<file path="config.mk">
export PLATFORM = sky130hd
export DESIGN_NAME = inert_seq
export DESIGN_NICKNAME = d
export VERILOG_FILES = /design/src/rtl/inert_pkg.sv /design/src/rtl/inert_seq_sync2.sv /design/src/rtl/inert_seq.sv
export SDC_FILE = /design/constraint.sdc
export NUM_CORES = 1
export LEC_CHECK = 0
export BUFFER_PORTS_ARGS = -buffer_cell sky130_fd_sc_hd__buf_4
export CORE_ASPECT_RATIO = 0.75
export CORE_UTILIZATION = 35
export CTS_CLUSTER_DIAMETER = 120
export DETAILED_ROUTE_END_ITERATION = 6
export GPL_TIMING_DRIVEN = 0
export PLACE_DENSITY_LB_ADDON = 0.1
export SYNTH_ARGS = -nofsm -noshare
export SYNTH_HDL_FRONTEND = slang
export SYNTH_SLANG_ARGS = --single-unit
</file>
<file path="constraint.sdc">
create_clock -name clk -period 2.3 [get_ports clk]
set_input_delay 0.46 -clock clk [delete_from_list [all_inputs] [get_ports clk]]
set_output_delay 0.46 -clock clk [all_outputs]
set_load 0.05 [all_outputs]
</file>
<file path="src/rtl/inert_pkg.sv">
// Shared types and command constants for the inertial sensor sequencer.
// Read commands are the register address with the read bit set, in the high byte.
package inert_pkg;

    typedef enum logic [2:0] {
        ST_RST_WAIT = 3'd0,
        ST_CFG_SEND = 3'd1,
        ST_CFG_WAIT = 3'd2,
        ST_WAIT_INT = 3'd3,
        ST_RD_SEND  = 3'd4,
        ST_RD_WAIT  = 3'd5
    } state_e;

    localparam logic [15:0] CFG_INT_EN = 16'h0D02;
    localparam logic [15:0] CFG_ACCEL  = 16'h1053;
    localparam logic [15:0] CFG_GYRO   = 16'h1150;
    localparam logic [15:0] CFG_ROUND  = 16'h1460;

    localparam logic [7:0] RD_BIT      = 8'h80;
    localparam logic [7:0] ADDR_PTCH_L = 8'h24;
    localparam logic [7:0] ADDR_PTCH_H = 8'h25;
    localparam logic [7:0] ADDR_AZ_L   = 8'h2C;
    localparam logic [7:0] ADDR_AZ_H   = 8'h2D;

    function automatic logic [15:0] cfg_cmd(input logic [1:0] idx);
        logic [15:0] c;
        case (idx)
            2'd0:    c = CFG_INT_EN;
            2'd1:    c = CFG_ACCEL;
            2'd2:    c = CFG_GYRO;
            default: c = CFG_ROUND;
        endcase
        return c;
    endfunction

    function automatic logic [15:0] rd_cmd(input logic [1:0] idx);
        logic [7:0] a;
        case (idx)
            2'd0:    a = ADDR_PTCH_L;
            2'd1:    a = ADDR_PTCH_H;
            2'd2:    a = ADDR_AZ_L;
            default: a = ADDR_AZ_H;
        endcase
        return {RD_BIT | a, 8'h00};
    endfunction

endpackage

</file>
<file path="src/rtl/inert_seq_sync2.sv">
// Two-flop synchronizer for the asynchronous sensor data-ready line.
module sync2 (
    input  logic clk,
    input  logic rst_n,
    input  logic d_i,
    output logic q_o
);

    logic ff1_q;
    logic ff2_q;

    always_ff @(posedge clk or negedge rst_n) begin
        if (!rst_n) begin
            ff1_q <= 1'b0;
            ff2_q <= 1'b0;
        end else begin
            ff1_q <= d_i;
            ff2_q <= ff1_q;
        end
    end

    assign q_o = ff2_q;

endmodule

</file>
<file path="src/rtl/inert_seq.sv">
// Inertial sensor sequencer: power-up wait, config writes, then a four-byte
// read burst per data-ready interrupt, presenting pitch rate and Z accel.
//
// state       | meaning
// ------------+------------------------------------------------
// RST_WAIT    | power-up wait, timer counting to all-ones
// CFG_SEND    | wrt pulse with config command for idx
// CFG_WAIT    | waiting for done of a config write
// WAIT_INT    | idle, waiting for synchronized data-ready
// RD_SEND     | wrt pulse with read command for idx
// RD_WAIT     | waiting for done of a read, capture byte
module inert_seq
    import inert_pkg::*;
#(
    parameter int TMR_W = 16
) (
    input  logic        clk,
    input  logic        rst_n,
    input  logic        INT,
    input  logic        done,
    input  logic [15:0] rd_data,
    output logic        wrt,
    output logic [15:0] cmd,
    output logic [15:0] ptch_rt,
    output logic [15:0] AZ,
    output logic        vld
);

    localparam logic [TMR_W-1:0] TMR_ONE = {{(TMR_W-1){1'b0}}, 1'b1};

    state_e             state_q, state_d;
    logic [TMR_W-1:0]   tmr_q, tmr_d;
    logic [1:0]         idx_q, idx_d;
    logic [15:0]        cmd_q, cmd_d;
    logic [15:0]        ptch_q, ptch_d;
    logic [15:0]        az_q, az_d;
    logic [7:0]         lo_q, lo_d;
    logic               vld_q, vld_d;
    logic               int_ff2;
    logic               unused_rd_hi;

    assign unused_rd_hi = ^rd_data[15:8];

    sync2 u_sync2 (
        .clk   (clk),
        .rst_n (rst_n),
        .d_i   (INT),
        .q_o   (int_ff2)
    );

    always_comb begin
        state_d = state_q;
        tmr_d   = tmr_q;
        idx_d   = idx_q;
        cmd_d   = cmd_q;
        ptch_d  = ptch_q;
        az_d    = az_q;
        lo_d    = lo_q;
        vld_d   = 1'b0;
        case (state_q)
            ST_RST_WAIT: begin
                tmr_d = tmr_q + TMR_ONE;
                if (&tmr_q) begin
                    idx_d   = 2'd0;
                    cmd_d   = cfg_cmd(2'd0);
                    state_d = ST_CFG_SEND;
                end
            end
            ST_CFG_SEND: state_d = ST_CFG_WAIT;
            ST_CFG_WAIT: begin
                if (done) begin
                    if (idx_q == 2'd3) begin
                        state_d = ST_WAIT_INT;
                    end else begin
                        idx_d   = idx_q + 2'd1;
                        cmd_d   = cfg_cmd(idx_q + 2'd1);
                        state_d = ST_CFG_SEND;
                    end
                end
            end
            ST_WAIT_INT: begin
                if (int_ff2) begin
                    idx_d   = 2'd0;
                    cmd_d   = rd_cmd(2'd0);
                    state_d = ST_RD_SEND;
                end
            end
            ST_RD_SEND: state_d = ST_RD_WAIT;
            ST_RD_WAIT: begin
                if (done) begin
                    // low bytes are staged so each 16-bit output changes only once
                    case (idx_q)
                        2'd0: lo_d   = rd_data[7:0];
                        2'd1: ptch_d = {rd_data[7:0], lo_q};
                        2'd2: lo_d   = rd_data[7:0];
                        2'd3: begin
                            az_d  = {rd_data[7:0], lo_q};
                            vld_d = 1'b1;
                        end
                    endcase
                    if (idx_q == 2'd3) begin
                        state_d = ST_WAIT_INT;
                    end else begin
                        idx_d   = idx_q + 2'd1;
                        cmd_d   = rd_cmd(idx_q + 2'd1);
                        state_d = ST_RD_SEND;
                    end
                end
            end
            default: state_d = ST_RST_WAIT;
        endcase
    end

    always_ff @(posedge clk or negedge rst_n) begin
        if (!rst_n) begin
            state_q <= ST_RST_WAIT;
            tmr_q   <= '0;
            idx_q   <= 2'd0;
            cmd_q   <= 16'h0000;
            ptch_q  <= 16'h0000;
            az_q    <= 16'h0000;
            lo_q    <= 8'h00;
            vld_q   <= 1'b0;
        end else begin
            state_q <= state_d;
            tmr_q   <= tmr_d;
            idx_q   <= idx_d;
            cmd_q   <= cmd_d;
            ptch_q  <= ptch_d;
            az_q    <= az_d;
            lo_q    <= lo_d;
            vld_q   <= vld_d;
        end
    end

    assign wrt     = (state_q == ST_CFG_SEND) || (state_q == ST_RD_SEND);
    assign cmd     = cmd_q;
    assign ptch_rt = ptch_q;
    assign AZ      = az_q;
    assign vld     = vld_q;

endmodule

</file>
==> summary.md, run 1 <==
| Metric | Value |
|---|---|
| Final WL | `6.065 mm` |
| Detailed placement HPWL | `4.142 mm` |
| Starting Density | `0.3597` |
| Worst ir drop on vdd | `0.0004317 V` |
| Synth Area in Compound Gates | `0.03359` |
| Register area share after synthesis | `0.5637` |
| Status | `complete, no violations` |
| Async S/R FF share, synth | `1.000` |
| Worst-path maximum fanout | `10` |
| Slew Viols, Final | `0` |
| Worst Path Required | `2.50 ns` |
| Area of the die | `9652 um^2` |
| R2R setup slack | `0.16 ns` |
| Largest family of logic cells by synthesized area | `multiplexers` |
| GR peak layer | `met2` |
| Max Fclk | `467.7 MHz` |
| Port bufs | `56` |
| GRT Util Overall | `0.1389` |
| Worst-Skew Late Latency | `0.33 ns` |
| Actual slew at the worst max-slew pin | `0.9539 ns` |
| Crit. End Element | `flop` |
| Cell Area, Synth | `3241 um^2` |
| Crit share post-route | `0.9297` |
| Largest net degree at the start of global routing | `74` |
| Number of global-route vias before repair | `2006` |
| First-pass GRT wire length | `10.21 mm` |
| Area post-placement | `3816 um^2` |
| GR Util met2 | `0.2013` |
| Vias per cell | `4.652` |
| Share of synthesized area spent on multiplexers | `0.1846` |
| RSZ-0062 raised after global routing | `no` |
| Fin area | `4114 um^2` |
| Final setup violation count | `0` |
| Drt drc | `0` |
| Pwr dens | `1267 nW/um^2` |
| Util after Layout | `0.4567` |
| Worst setup path start | `idx_q[0]` |
| Max-Cap Viols | `0` |
| DR vias | `2033` |
| Synth Area in Adders | `0.02317` |
| Ant. Diodes | `0` |
| H-tree levels | `3` |
| Die H | `85.33 um` |
| YS warnings | `0` |
| Post-CTS setup buffer count | `0` |
| Hold Buf Count CTS | `0` |
| FP Rows | `30` |
| # IOs | `70` |
| # clock sinks | `73` |
| Cts repair resizes | `0` |
| Post-Syn Instances | `250` |
| Final hold vios | `0` |
| CP Data Arrival Time | `2.34 ns` |
| Pre-antenna DRT Iters | `4` |
| Clock-pin slew on the worst setup and hold paths | `0.05 ns` |
| Placer Congestion | `0.7424` |
| Setup TNS | `0 ns` |
| Post-synthesis xor/xnor area fraction | `0.04595` |
| Grt total ovfl | `0` |
| Synth-to-layout area growth | `26.95%` |
| Clock skew | `0.007571 ns` |
| Min-delay src | `INT` |
| Synth Flop Type | `dfrtp_1` |
| Placeable Area | `9009 um^2` |
| Antenna viol nets, final | `0` |
| Root Driver | `clkbuf_16` |
| Avg Cell Area, Syn | `12.96 um^2` |
| Avg WL per Cell | `13.88 um` |
| Area share of and/or/nand/nor cells after synthesis | `0.1027` |
| Critical R2R Launch | `idx_q[0]` |
| Layout cells sized above 1 | `0.4185` |
| Kind of critical path | `reg2reg` |
| EDFF count, synth | `0` |
| Static Leak | `2.099 nW` |
| CTS Buf Count | `9` |
| Initial antenna violation count | `0` |
| Library cells used by synthesis | `38` |
| Met3 usage | `0.05286` |
| Max Root-Sink Buffers | `2` |
| Slew Limit Headroom | `0.3641` |
| Tightest Hold Check Type | `in2reg` |
| #FFs+latches synth | `73` |
| First DRT Iteration DRCs | `91` |
| Non-Filler Instances | `437` |
| Placed Cells | `422` |
| Met1 Use GR | `0.1916` |
| Nets@finish | `347` |
| Fin crit period | `2.138 ns` |
| CTS tree | `yes` |
| Die X | `113.1 um` |
| Critical path launch point type | `flop` |
==> state kept, by name, summed over array words and instances, names as in the netlist <==
| name | cells |
|---|---|
| tmr_q | 16 |
| idx_q | 2 |
| AZ | 16 |
| state_q | 3 |
| lo_q | 8 |
| u_sync2.ff1_q | 1 |
| vld | 1 |
| u_sync2.q_o | 1 |
| ptch_rt | 16 |
| cmd | 9 |
==> area by class of cell <==
class | count | area [um^2]
Fill cell | 826 | 4895
Sequential cell | 73 | 1827
Multi-Input combinational cell | 156 | 1282
Timing Repair Buffer | 56 | 420.4
Clock buffer | 13 | 260.3
Tap cell | 112 | 140.1
Buffer | 15 | 108.9
Clock inverter | 2 | 37.54
Inverter | 10 | 37.54
==> cells in the mapped netlist, types with 2 or more instances <==
library cell | number | area share
dfrtp_1 | 73 | 0.56
mux2_2 | 42 | 0.15
nor2_1 | 15 | 0.017
xor2_1 | 11 | 0.030
inv_1 | 10 | 0.012
nand2_1 | 10 | 0.012
a21oi_1 | 9 | 0.014
buf_4 | 9 | 0.021
ha_1 | 6 | 0.023
nand3_1 | 6 | 0.0093
xnor2_1 | 6 | 0.016
mux2_4 | 5 | 0.023
mux2i_1 | 5 | 0.015
nand4_1 | 5 | 0.0097
nand2b_1 | 4 | 0.0077
nor3_1 | 4 | 0.0062
o21ai_0 | 4 | 0.0062
buf_2 | 3 | 0.0046
buf_6 | 2 | 0.0069
nor3_4 | 2 | 0.010
o22ai_1 | 2 | 0.0039
==> metal layers <==
layer  up-vias  part of all wire
li1        993                 -
met1       991              0.51
met2        40              0.44
met3         9             0.038
met4         0             0.012
met5         -                 0
==> cell usage in the layout (no fill, tap or decap), types with 2 or more instances in the layout <==
cell	netlist	routed
inv_1	10	10
nand3_1	6	6
buf_4	9	65
nor3_4	2	2
a21oi_1	9	9
clkbuf_16	0	9
nand2_1	10	10
xnor2_1	6	6
o22ai_1	2	2
mux2i_1	5	5
clkbuf_1	1	3
mux2_2	42	42
nand4_1	5	5
conb_1	1	5
xor2_1	11	11
ha_1	6	6
nor2_1	15	15
mux2_4	5	5
clkbuf_8	0	2
nor3_1	4	4
o21ai_0	4	4
dfrtp_1	73	73
nand2b_1	4	4
buf_6	2	2
buf_2	3	3
==> report_power, final <==
part | switching, mW | internal (mW)
clock | 0.493 | 0.893
combinational | 1.21 | 0.788
sequential | 0.230 | 1.60
==> worst max-delay path, stage by stage (launching register included) <==
cell	delay (ns)
dfrtp_1	0.47
ha_1	0.35
or3b_1	0.39
a21oi_1	0.16
o22ai_1	0.14
buf_6	0.20
mux2_4	0.30
==> through the flow <==
step                      hold slack (ns)  total power [mW]  setup slack (ns)
after floorplan                    0.1644             3.343            0.3961
after global placement             0.3834             3.837            0.2089
after detailed placement           0.3691             3.873            0.1669
after CTS                          0.2252             5.294            0.1606
after global routing               0.2192             5.516           0.07500
final                              0.2374             5.212            0.1618
==> logic make-up (layout without fill, tap and decap cells) <==
logic type / Yosys count / after routing
simple gates: 57 / 57
flops: 73 / 73
compound gates: 19 / 19
mux: 52 / 52
xor+xnor: 17 / 17
other cells: 1 / 5
buf+inv: 25 / 96
fa+ha+maj: 6 / 6
==> final timing paths <==
check                                 to  cells after the start
min reg2reg                  u_sync2.q_o                      0
min in group asynchronous         cmd[4]                      1
max reg2reg                     idx_q[0]                      6
max in group asynchronous          AZ[4]                      1
min                        u_sync2.ff1_q                      1
max                             idx_q[0]                      6
Note: power is estimated with default switching activity, not from simulation.
==> run 2: changes to the inputs <==
Clock period 2.3 ns to 1.9 ns, I/O delays scaled along.
==> run 2 against run 1 <==
Clock-buffer cell count grew 1. Clock power grew 12%. Largest cell class unchanged. Non-clock buffer count grew 9. Wire length grew 1.4%.
==> summary.md, run 2 (same netlist as run 1, synthesis figures left out) <==
| Metric | Value |
|---|---|
| Status | `complete, no violations` |
| Initial antenna violation count | `0` |
| Max-Cap Viols | `0` |
| GRT Util Overall | `0.1403` |
| Placer Congestion | `0.7495` |
| Vias per cell | `4.700` |
| Clock-pin slew on the worst setup and hold paths | `0.05 ns` |
| Worst-Skew Late Latency | `0.33 ns` |
| First-pass GRT wire length | `10.17 mm` |
| # IOs | `70` |
| Slew Limit Headroom | `0.3907` |
| CP Data Arrival Time | `2.06 ns` |
| FP Rows | `30` |
| Setup WS post-layout | `0.05876 ns` |
| Placeable Area | `9009 um^2` |
| Pre-antenna DRT Iters | `4` |
| Pwr dens | `1517 nW/um^2` |
| Detailed placement HPWL | `4.137 mm` |
| Grt total ovfl | `0` |
| Drt drc | `0` |
| Static Leak | `2.164 nW` |
| Final hold vios | `0` |
| Worst-path maximum fanout | `8` |
| Worst path max stage delay | `0.43 ns` |
| Pre-CTS setup slack | `-0.1174 ns` |
| Min-delay src | `INT` |
| CTS Buf Count | `9` |
| Worst setup path start | `idx_q[0]` |
| Layout cells sized above 1 | `0.4507` |
| CP Cell Sequence | `ha_4 -> or3b_4 -> a21oi_2 -> o22ai_2 -> buf_6 -> mux2_4` |
| Nets@finish | `356` |
| Critical R2R Launch | `idx_q[0]` |
| Commonest non-fill, non-tap cell in the layout | `dfrtp_1` |
| First DRT Iteration DRCs | `52` |
| Final setup violation count | `0` |
| Most frequent cells in the layout | `72 x dfrtp_1, 71 x buf_4, 42 x mux2_2` |
| Critical path launch point type | `flop` |
| Crit share post-route | `0.9691` |
| CTS tree | `yes` |
| Largest net degree at the start of global routing | `74` |
| DR vias | `2101` |
| Worst Path Required | `2.11 ns` |
| Port bufs | `56` |
| # clock sinks | `73` |
| Fin crit period | `1.841 ns` |
| Max Fclk | `543.1 MHz` |
| Number of global-route vias before repair | `1989` |
| Final WL | `6.150 mm` |
| Synth-to-layout area growth | `30.85%` |
| Util after Layout | `0.4707` |
| Crit. End Element | `flop` |
| Max Root-Sink Buffers | `2` |
| Root Driver | `clkbuf_16` |
| Antenna viol nets, final | `0` |
| Avg WL per Cell | `13.76 um` |
| Actual slew at the worst max-slew pin | `0.9139 ns` |
| Starting Density | `0.3597` |
| Slew Viols, Final | `0` |
| Ant. Diodes | `0` |
| Worst ir drop on vdd | `0.0007625 V` |
| Die X | `113.1 um` |
| Area of the die | `9652 um^2` |
| Die H | `85.33 um` |
| H-tree levels | `3` |
| Tightest Hold Check Type | `in2reg` |
| Reg2reg path depth | `6` |
| CP max stage cell | `dfrtp_2` |
| Hold Path Depth | `1` |
| Clock skew | `0.004100 ns` |
| Hold Buf Count CTS | `0` |
| Kind of critical path | `reg2reg` |
## run 2: cell types whose count changed in the layout (fill, tap and decap cells not counted), sizes merged
cell	before	now
buf	70	78
bufinv	1	0
clkbuf	14	16
clkinv	0	1
## run 2: per-layer routing
layer	global-route usage	wire length [um]
met1	0.1965	3070
met2	0.1924	2672
met3	0.05714	312
met4	0.05383	94
met5	0	0
## run 2: final timing paths
path | to | slack, ns
max | cmd[10] | 0.06
min | u_sync2.ff1_q | 0.16
max reg2reg | cmd[10] | 0.06
min reg2reg | u_sync2.q_o | 0.39
max in group asynchronous | idx_q[0] | 1.12
min in group asynchronous | cmd[12] | 0.17
## run 2: timing repair
action                                  4_1_cts  5_1_grt
endpoints found under the setup margin       22       23
buffers inserted                              4        5
pin swaps                                     2        3
gates resized for setup                       3        7
## run 2: cell type report
class	count	area [um^2]
sequential	73	1828
clock inverter	2	12.51
fill	828	4768
inverter	10	37.54
clock buffer	14	264.0
multi-input combinational	156	1330
tap	112	140.1
timing repair buffer	65	513.0
buffer	15	115.1
## run 2: worst max-delay path, delay by kind of cell, from the launching register on
family	cells	cell delay, ns
compound gates	2	0.25
mux	1	0.29
simple gates	1	0.37
flops	1	0.43
buf+inv	1	0.17
fa+ha+maj	1	0.20
## run 2: through the flow
stage	instance area, um^2	power [mW]	hold slack, ns	setup TNS [ns]	std cells
6_report	4240	6.431	0.1555	0	447
5_1_grt	4240	6.806	0.1450	-0.04144	447
4_1_cts	4155	6.309	0.1426	0	442
3_5_place_dp	3819	4.686	0.3771	-0.9080	422
3_3_place_gp	3819	4.652	0.3751	-1.156	422
2_1_floorplan	3258	4.048	0.08441	0	254
## run 2: power breakdown
group	leakage (nW)	total, mW	internal [mW]	switching, mW
registers	0.953	2.22	1.94	0.281
logic	1.08	2.66	1.14	1.52
clock network	0.133	1.55	0.953	0.601
total	2.16	6.43	4.03	2.40
==> run 3: changes to the inputs <==
Settings changed: CORE_ASPECT_RATIO 0.75 to 1.2, MAX_ROUTING_LAYER from default to met4.
==> run 3 against run 2 <==
Worst setup slack gained 0.011 ns. Largest cell class unchanged. Critical endpoint is now cmd[13]. Final cell count grew 1.6%. Clock skew is 0.0098 ns higher.
==> summary.md, run 3 (same netlist as run 1, synthesis figures left out) <==
| Metric | Value |
|---|---|
| Status | `complete, no violations` |
| Placeable Area | `9034 um^2` |
| Slew Limit Headroom | `0.3809` |
| GRT Util Overall | `0.1398` |
| RSZ-0062 raised after global routing | `yes` |
| Die H | `107.4 um` |
| Actual slew at the worst max-slew pin | `0.9287 ns` |
| Slew Viols, Final | `0` |
| Vias per cell | `4.579` |
| # IOs | `70` |
| Clock-pin slew on the worst setup and hold paths | `0.08 ns` |
| Ant. Diodes | `0` |
| Filler cell count in the final layout | `871` |
| Largest net degree at the start of global routing | `74` |
| Drt drc | `0` |
| FP Rows | `38` |
| Clock skew | `0.01387 ns` |
| Avg WL per Cell | `13.56 um` |
| Root Driver | `clkbuf_8` |
| First-pass GRT wire length | `10.21 mm` |
| Layout cells sized above 1 | `0.4611` |
| Max Fclk | `546.4 MHz` |
| Die X | `89.84 um` |
| Number of global-route vias before repair | `2032` |
| Most frequent cells in the layout | `71 x buf_4, 70 x dfrtp_1, 42 x mux2_2` |
| Pre-antenna DRT Iters | `4` |
| Area post-placement | `3829 um^2` |
| Crit share post-route | `0.9633` |
| Nets@finish | `356` |
| First DRT Iteration DRCs | `53` |
| Fin crit period | `1.830 ns` |
| Port bufs | `56` |
| CTS tree | `yes` |
| Initial antenna violation count | `0` |
| Worst-path maximum fanout | `8` |
| H-tree levels | `3` |
| DR vias | `2079` |
| Reg area | `1831 um^2` |
| Final WL | `6.155 mm` |
| CTS Buf Count | `9` |
| Tightest Hold Check Type | `in2reg` |
| Detailed placement HPWL | `4.053 mm` |
| # clock sinks | `73` |
| Hold WS | `0.1452 ns` |
| Area of the die | `9649 um^2` |
| CP Data Arrival Time | `2.06 ns` |
| Final setup violation count | `0` |
| Starting Density | `0.3587` |
| Placer Congestion | `0.7278` |
| Hold Buf Count CTS | `0` |
| Worst Path Required | `2.13 ns` |
| Grt total ovfl | `0` |
| Max Root-Sink Buffers | `2` |
| Final hold vios | `0` |
| Critical path launch point type | `flop` |
| Pwr dens | `1466 nW/um^2` |
| Synth-to-layout area growth | `28.03%` |
| Max-Cap Viols | `0` |
| Static Leak | `2.115 nW` |
| Fin area | `4149 um^2` |
| Worst ir drop on vdd | `0.0007676 V` |
| Kind of critical path | `reg2reg` |
| Antenna viol nets, final | `0` |
| Worst-Skew Late Latency | `0.34 ns` |
| Commonest non-fill, non-tap cell in the layout | `buf_4` |
| Util after Layout | `0.4593` |
| Multi-input logic area | `1320 um^2` |
| Crit. End Element | `flop` |
-- run 3: final cells by class --
type	instances	area share
Buffer	15	0.02865
Timing Repair Buffer	65	0.1200
Tap cell	120	0.03619
Clock inverter	5	0.01357
Inverter	10	0.009047
Clock buffer	10	0.03317
Multi-Input combinational cell	156	0.3182
Sequential cell	73	0.4412
-- run 3: final timing paths --
path	from	cells past startpoint	endpoint	slack, ns
setup / recovery	idx_q[1]	6	cmd[13]	0.07
setup reg to reg	idx_q[1]	6	cmd[13]	0.07
max in group asynchronous	rst_n	1	idx_q[1]	1.08
min in group asynchronous	rst_n	1	cmd[10]	0.16
hold / removal	INT	1	u_sync2.ff1_q	0.15
hold reg to reg	u_sync2.ff1_q	0	u_sync2.q_o	0.35
-- run 3: metrics by stage --
stage          worst slack (ns)  power (mW)   TNS [ns]  cells
4_1_cts               -0.004908       5.927  -0.004908    447
6_report                0.06981       6.082          0    454
3_5_place_dp            -0.1030       4.682     -1.157    430
5_1_grt                -0.01324       6.438   -0.03066    454
3_3_place_gp            -0.1056       4.651    -0.9167    430
2_1_floorplan           0.04364       4.048          0    254
-- run 3: power by group --
part	switching, mW	internal [mW]
logic	1.53	1.13
clock network	0.582	0.633
registers	0.275	1.94
total	2.38	3.70
-- run 3: repair_timing --
item                                   CTS  global route
pin swaps                                2             3
endpoints found under the hold margin    0             0
gates resized for setup                  3             8
gates cloned                             0             1
setup endpoints to repair               22            15
setup buffers                            2             6
-- run 3: metal layers --
layer	up-vias	global-route usage	share of wire
li1	1008	-	-
met1	1013	0.1745	0.48
met2	48	0.2121	0.45
met3	10	0.03460	0.046
met4	0	0.07026	0.019
met5	-	-	0
-- run 3: worst max-delay path, stage by stage, from the launching register on --
cell,delay (ns)
dfrtp_2,0.44
ha_4,0.20
or3b_1,0.36
a21oi_2,0.14
o22ai_2,0.12
buf_6,0.17
mux2_4,0.29
